### src/rtl/ssa_pkg.sv
// Shared definitions for the digit-convolution multiplier: FSM states and
// the coefficient width that holds a full column sum without overflow.
package ssa_pkg;

  typedef enum logic [1:0] {
    IDLE,
    CONV,
    CARRY,
    DONE
  } state_t;

  // A column sums at most N digit products, each below 2^(2*digit_w).
  function automatic int coef_width(input int digit_w, input int n_digits);
    return 2 * digit_w + $clog2(n_digits);
  endfunction

endpackage

### src/rtl/ssa_digit_mac.sv
// One digit-by-digit product accumulated into a convolution coefficient.
module ssa_digit_mac #(
  parameter int DIGIT_W = 2,
  parameter int CW      = 5
) (
  input  logic [DIGIT_W-1:0] a_digit,
  input  logic [DIGIT_W-1:0] b_digit,
  input  logic [CW-1:0]      coef_in,
  output logic [CW-1:0]      coef_out
);

  logic [2*DIGIT_W-1:0] prod;

  assign prod     = (2*DIGIT_W)'(a_digit) * (2*DIGIT_W)'(b_digit);
  assign coef_out = coef_in + CW'(prod);

endmodule

### src/rtl/ssa_conv_mult.sv
// Unsigned multiplier: digit-wise convolution (one product per cycle)
// followed by a carry/recompose pass (one coefficient per cycle).
module ssa_conv_mult
  import ssa_pkg::*;
#(
  parameter int WIDTH   = 8,
  parameter int DIGIT_W = 2
) (
  input  logic               clk,
  input  logic               rst,
  input  logic               in_valid,
  output logic               in_ready,
  input  logic [WIDTH-1:0]   a,
  input  logic [WIDTH-1:0]   b,
  output logic               out_valid,
  input  logic               out_ready,
  output logic [2*WIDTH-1:0] c,
  output logic               busy
);

  localparam int N  = WIDTH / DIGIT_W;
  localparam int CW = coef_width(DIGIT_W, N);
  localparam int NC = 2 * N - 1;
  localparam int PW = 2 * WIDTH;
  localparam int IW = (N > 1) ? $clog2(N) : 1;
  localparam int KW = (NC > 1) ? $clog2(NC) : 1;
  localparam logic [IW-1:0] LAST_IJ = IW'(N - 1);
  localparam logic [KW-1:0] LAST_K  = KW'(NC - 1);

  generate
    if (DIGIT_W < 1 || (WIDTH % DIGIT_W) != 0) begin : g_bad_params
      $error("ssa_conv_mult: WIDTH must be a positive multiple of DIGIT_W");
    end
  endgenerate

  state_t          state_reg;
  logic [WIDTH-1:0] a_reg, b_reg;
  logic [IW-1:0]   i_reg, j_reg;
  logic [KW-1:0]   k_reg;
  logic [CW-1:0]   coef_reg [NC];
  logic [PW-1:0]   acc_reg, c_reg;
  logic            in_ready_reg, out_valid_reg, busy_reg;

  logic             accept;
  logic [KW-1:0]    sum_idx;
  logic [DIGIT_W-1:0] a_digit, b_digit;
  logic [CW-1:0]    coef_sel, mac_out, coef_k;
  logic [PW-1:0]    term, acc_next;

  assign accept  = in_valid && in_ready_reg && (state_reg == IDLE);
  assign sum_idx = KW'(i_reg) + KW'(j_reg);
  assign a_digit = a_reg[int'(i_reg)*DIGIT_W +: DIGIT_W];
  assign b_digit = b_reg[int'(j_reg)*DIGIT_W +: DIGIT_W];
  assign coef_sel = coef_reg[sum_idx];
  assign coef_k   = coef_reg[k_reg];

  ssa_digit_mac #(
    .DIGIT_W (DIGIT_W),
    .CW      (CW)
  ) u_mac (
    .a_digit  (a_digit),
    .b_digit  (b_digit),
    .coef_in  (coef_sel),
    .coef_out (mac_out)
  );

  // Bits pushed past 2*WIDTH by the shift are zero for any valid product.
  assign term     = PW'(coef_k) << (DIGIT_W * int'(k_reg));
  assign acc_next = acc_reg + term;

  genvar gi;
  generate
    for (gi = 0; gi < NC; gi++) begin : g_coef
      always_ff @(posedge clk) begin
        if (rst || accept) begin
          coef_reg[gi] <= '0;
        end else if (state_reg == CONV && sum_idx == KW'(gi)) begin
          coef_reg[gi] <= mac_out;
        end
      end
    end
  endgenerate

  always_ff @(posedge clk) begin
    if (rst) begin
      state_reg     <= IDLE;
      a_reg         <= '0;
      b_reg         <= '0;
      i_reg         <= '0;
      j_reg         <= '0;
      k_reg         <= '0;
      acc_reg       <= '0;
      c_reg         <= '0;
      in_ready_reg  <= 1'b1;
      out_valid_reg <= 1'b0;
      busy_reg      <= 1'b0;
    end else begin
      case (state_reg)
        IDLE: begin
          if (accept) begin
            a_reg        <= a;
            b_reg        <= b;
            i_reg        <= '0;
            j_reg        <= '0;
            acc_reg      <= '0;
            in_ready_reg <= 1'b0;
            busy_reg     <= 1'b1;
            state_reg    <= CONV;
          end
        end
        CONV: begin
          if (j_reg == LAST_IJ) begin
            j_reg <= '0;
            if (i_reg == LAST_IJ) begin
              i_reg     <= '0;
              k_reg     <= '0;
              acc_reg   <= '0;
              state_reg <= CARRY;
            end else begin
              i_reg <= i_reg + 1'b1;
            end
          end else begin
            j_reg <= j_reg + 1'b1;
          end
        end
        CARRY: begin
          acc_reg <= acc_next;
          if (k_reg == LAST_K) begin
            k_reg         <= '0;
            c_reg         <= acc_next;
            out_valid_reg <= 1'b1;
            state_reg     <= DONE;
          end else begin
            k_reg <= k_reg + 1'b1;
          end
        end
        DONE: begin
          if (out_ready) begin
            out_valid_reg <= 1'b0;
            in_ready_reg  <= 1'b1;
            busy_reg      <= 1'b0;
            state_reg     <= IDLE;
          end
        end
        default: state_reg <= IDLE;
      endcase
    end
  end

  assign in_ready  = in_ready_reg;
  assign out_valid = out_valid_reg;
  assign busy      = busy_reg;
  assign c         = c_reg;

endmodule

### config.mk
export PLATFORM = sky130hd
export DESIGN_NAME = ssa_conv_mult
export DESIGN_NICKNAME = d
export VERILOG_FILES = /design/src/rtl/ssa_pkg.sv /design/src/rtl/ssa_digit_mac.sv /design/src/rtl/ssa_conv_mult.sv
export SDC_FILE = /design/constraint.sdc
export NUM_CORES = 1
export LEC_CHECK = 0
export CAP_MARGIN = 20
export CORE_ASPECT_RATIO = 2
export CORE_MARGIN = 5
export CORE_UTILIZATION = 54
export CTS_CLUSTER_DIAMETER = 80
export CTS_CLUSTER_SIZE = 40
export DETAILED_ROUTE_END_ITERATION = 12
export PLACE_DENSITY = 0.77
export SLEW_MARGIN = 40
export SYNTH_ARGS = -nofsm -noshare
export SYNTH_HDL_FRONTEND = slang
export SYNTH_HIERARCHICAL = 1
export SYNTH_SLANG_ARGS = --single-unit
export TNS_END_PERCENT = 20
### constraint.sdc
create_clock -name clk -period 4.1 [get_ports clk]
set_input_delay 1.025 -clock clk [delete_from_list [all_inputs] [get_ports clk]]
set_output_delay 1.025 -clock clk [all_outputs]
set_load 0.02 [all_outputs]
==> flow_summary.ini <==
[run_status]
status = finished clean

[pwr]
p_switching_mw = 1.09
switching_share_pct = 34.5
p_comb_share_pct = 29.8
p_seq_share_pct = 41.9
p_int_mw = 2.06
peakVddDrop_mv = 0.269
p_per_area_nw_per_um2 = 456
clock_power_share_pct = 28.3
power_mw = 3.14
leakage_nw = 2.62

[clocking]
cts.clk_slew.worst_paths_ns = 0.07
cts_made_buffers = 9
cts.root.buffer_cell = clkbuf_16
worstSkewPairLatency_ns = 0.36
tritoncts = yes
cts_buffer_depth = 2
cts.sinks = 105
h-tree-depth = 3
hold_buffers = 0

[place]
gp_congestion = 0.953
dp_hpwl_um = 12300
dpl_cell_area_sq_um = 6570
portBuffers = 38

[min_path]
hp-start = c[6]
min_path_type = reg2reg

[die]
die_h_um = 159
initial_core_util_pct = 55.0
die_area_sq_um = 13500
pin_count = 39
row_count = 54
core-area_sq_um = 10900
die_x_um = 84.7

[route]
drt_first_iter_violations = 305
via_per_inst = 6.02
wirelength_um = 15800
firstDrtPassIters = 5
vias = 4903
drc_errors = 0
wl_per_cell_um = 19.3
drtAntennaViolNets = 0

[synthesis]
yosys_warnings = 6
synthCells = 637
synth-xor-area-share_pct = 2.33
yosysMostFrequentCell = nand2_1
synth_edf_count = 42
yosys.area.top_type_share_pct = 21.0
synth_flop_cell = dfxtp_1
avgSynthCellArea_sq_um = 9.45
syn_nets = 690
synthTopCellsByCount = nand2_1, dfxtp_1, a21oi_1
synthMuxAreaShare_pct = 10.9
synthSimpleGateAreaFrac_pct = 19.8
syn_area_sq_um = 6020
synthAdderAreaFrac_pct = 7.36
synth.area.top_cells = dfxtp_1, edfxtp_1, ha_1, nand2_1, and2_1
yosysUniqueCellTypes = 60
synthArstFlopShare_pct = 0
synth_top_family_by_area = simple AND/OR/NAND/NOR gates
ys_seq_area_share_pct = 41.9
yosys.area.top_type = dfxtp_1
synth-compound-area-share_pct = 14.7
synth_seq_cells = 105

[critical_path]
ff2ff_path_depth = 13
worstSetupStartpoint = i_reg[0]
crit_path_max_fanout = 24
worstReg2RegStart = i_reg[0]
r2r_end = coef_reg[6][5]
arrival_ns = 4.02
path_class = reg2reg
start_kind = flop
cp-endpoint = coef_reg[6][5]
r2r_slack_ns = 0.19
required_ns = 4.21
end_kind = flop

[sta]
period_needed_ns = 3.91
finalSetupViolCount = 0
timing.fmax_mhz = 256
whs_ns = 0.454
tns_ns = 0
finalCritPeriodShare_pct = 95.2
timing.slew.headroom_pct = 46.3
skew_ns = 0.0112
tightest_slew_ns = 0.800
finalHoldViolCount = 0
drv_slew = 0
rsz0062_at_grt = no

[layout]
drive_gt1_share_pct = 10.7
num-nets-final = 723
regArea_sq_um = 2520
nFillCells = 919
n_antenna_cell = 0
fin_area_sq_um = 6900
area_growth_pct = 14.6
largest_reg_flops = 42
multi_input_area_sq_um = 3340

[grt]
grt_pass1_vias = 5126
grt_max_degree = 40
grt_overflow = 0
grt_pass1_wl_um = 25000
grt.total_usage_pct = 23.6
antenna_found_initial = 0

[flow_run]
cap_violations = 0
-- worst min-delay path by stage --
stage | endpoint | slack, ns | depth (start not counted)
after floorplan | a_reg[2] | 0.43 | 2
after global placement | c[8] | 0.44 | 2
after detailed placement | c[6] | 0.45 | 2
after CTS | c[6] | 0.46 | 2
after global routing | c[6] | 0.47 | 2
final | c[6] | 0.45 | 2
-- area by class of cell --
type	count	share of cell area [%]
Multi-Input combinational cell	486	48.4
Sequential cell	105	36.6
Timing Repair Buffer	54	7.24
Clock buffer	10	3.63
Tap cell	140	2.54
Clock inverter	6	0.871
Inverter	14	0.762
-- cell families (layout without fill, tap and decap cells) --
logic type	count (synthesis)	after routing
compound gates	141	141
simple gates	251	251
flops	105	105
buf+inv	46	84
fa+ha+maj	33	33
mux	45	45
xor+xnor	16	16
-- layout by cell type, fill, tap and decap left out, types with 3 or more instances in the layout --
master	Yosys	final
mux2i_1	18	18
and2_1	49	49
xor2_1	7	7
a22oi_1	11	11
o21ai_0	30	26
mux4_2	12	12
a211oi_1	4	4
clkdlybuf4s50_1	0	37
a22o_1	3	3
nand3_1	16	16
clkbuf_16	0	10
dfxtp_1	63	62
mux2_2	11	11
ha_1	29	29
a21o_1	4	4
edfxtp_1	42	42
fa_1	4	4
nor3_1	6	5
o21ai_1	0	4
nor2b_1	7	7
nor2_1	54	54
nand2b_1	10	10
buf_4	0	15
nand2_1	92	92
inv_1	14	14
and3_1	5	5
o21a_1	3	3
a21oi_1	59	59
xnor2_1	9	8
-- power groups by stage --
| stage | logic (mW) | clock network [mW] | registers, mW |
|---|---|---|---|
| after floorplan | 0.660 | 0 | 1.31 |
| after global placement | 0.883 | 0 | 1.33 |
| after detailed placement | 0.919 | 0 | 1.34 |
| after CTS | 0.927 | 0.897 | 1.31 |
| after global routing | 1.03 | 0.934 | 1.33 |
| final | 0.939 | 0.890 | 1.32 |
-- per-layer routing --
metal  up-vias  GRT usage (%)  part of all wire (%)
met5         -              0                     0
met4         0           15.9                   6.7
met3        56           3.16                   2.8
met2       147           46.4                    57
met1      2373           21.1                    33
li1       2327              -                     -
-- repair_timing --
action,CTS,global route
setup endpoints to repair,0,14
buffers inserted,0,0
resized for setup,0,3
-- through the flow --
stage	instances	util [%]	worst slack (ns)
4_1_cts	815	62.8	0.0428
6_report	815	63.0	0.195
2_1_floorplan	637	-	0.214
5_1_grt	815	63.0	0.0156
3_5_place_dp	799	60.0	0.103
3_3_place_gp	799	59.9	0.241
-- worst max-delay path, stage by stage, from the launching register on --
cell     delay, ns
dfxtp_1       0.38
ha_1          0.24
fa_1          0.54
buf_6         0.22
o21ai_0       0.13
mux2_2        0.29
fa_1          0.55
ha_1          0.20
inv_1         0.08
fa_1          0.49
nor2b_4       0.14
o21ai_2       0.07
xnor2_2       0.17
and2_1        0.16
No activity file was read; power rests on OpenSTA's default activity.
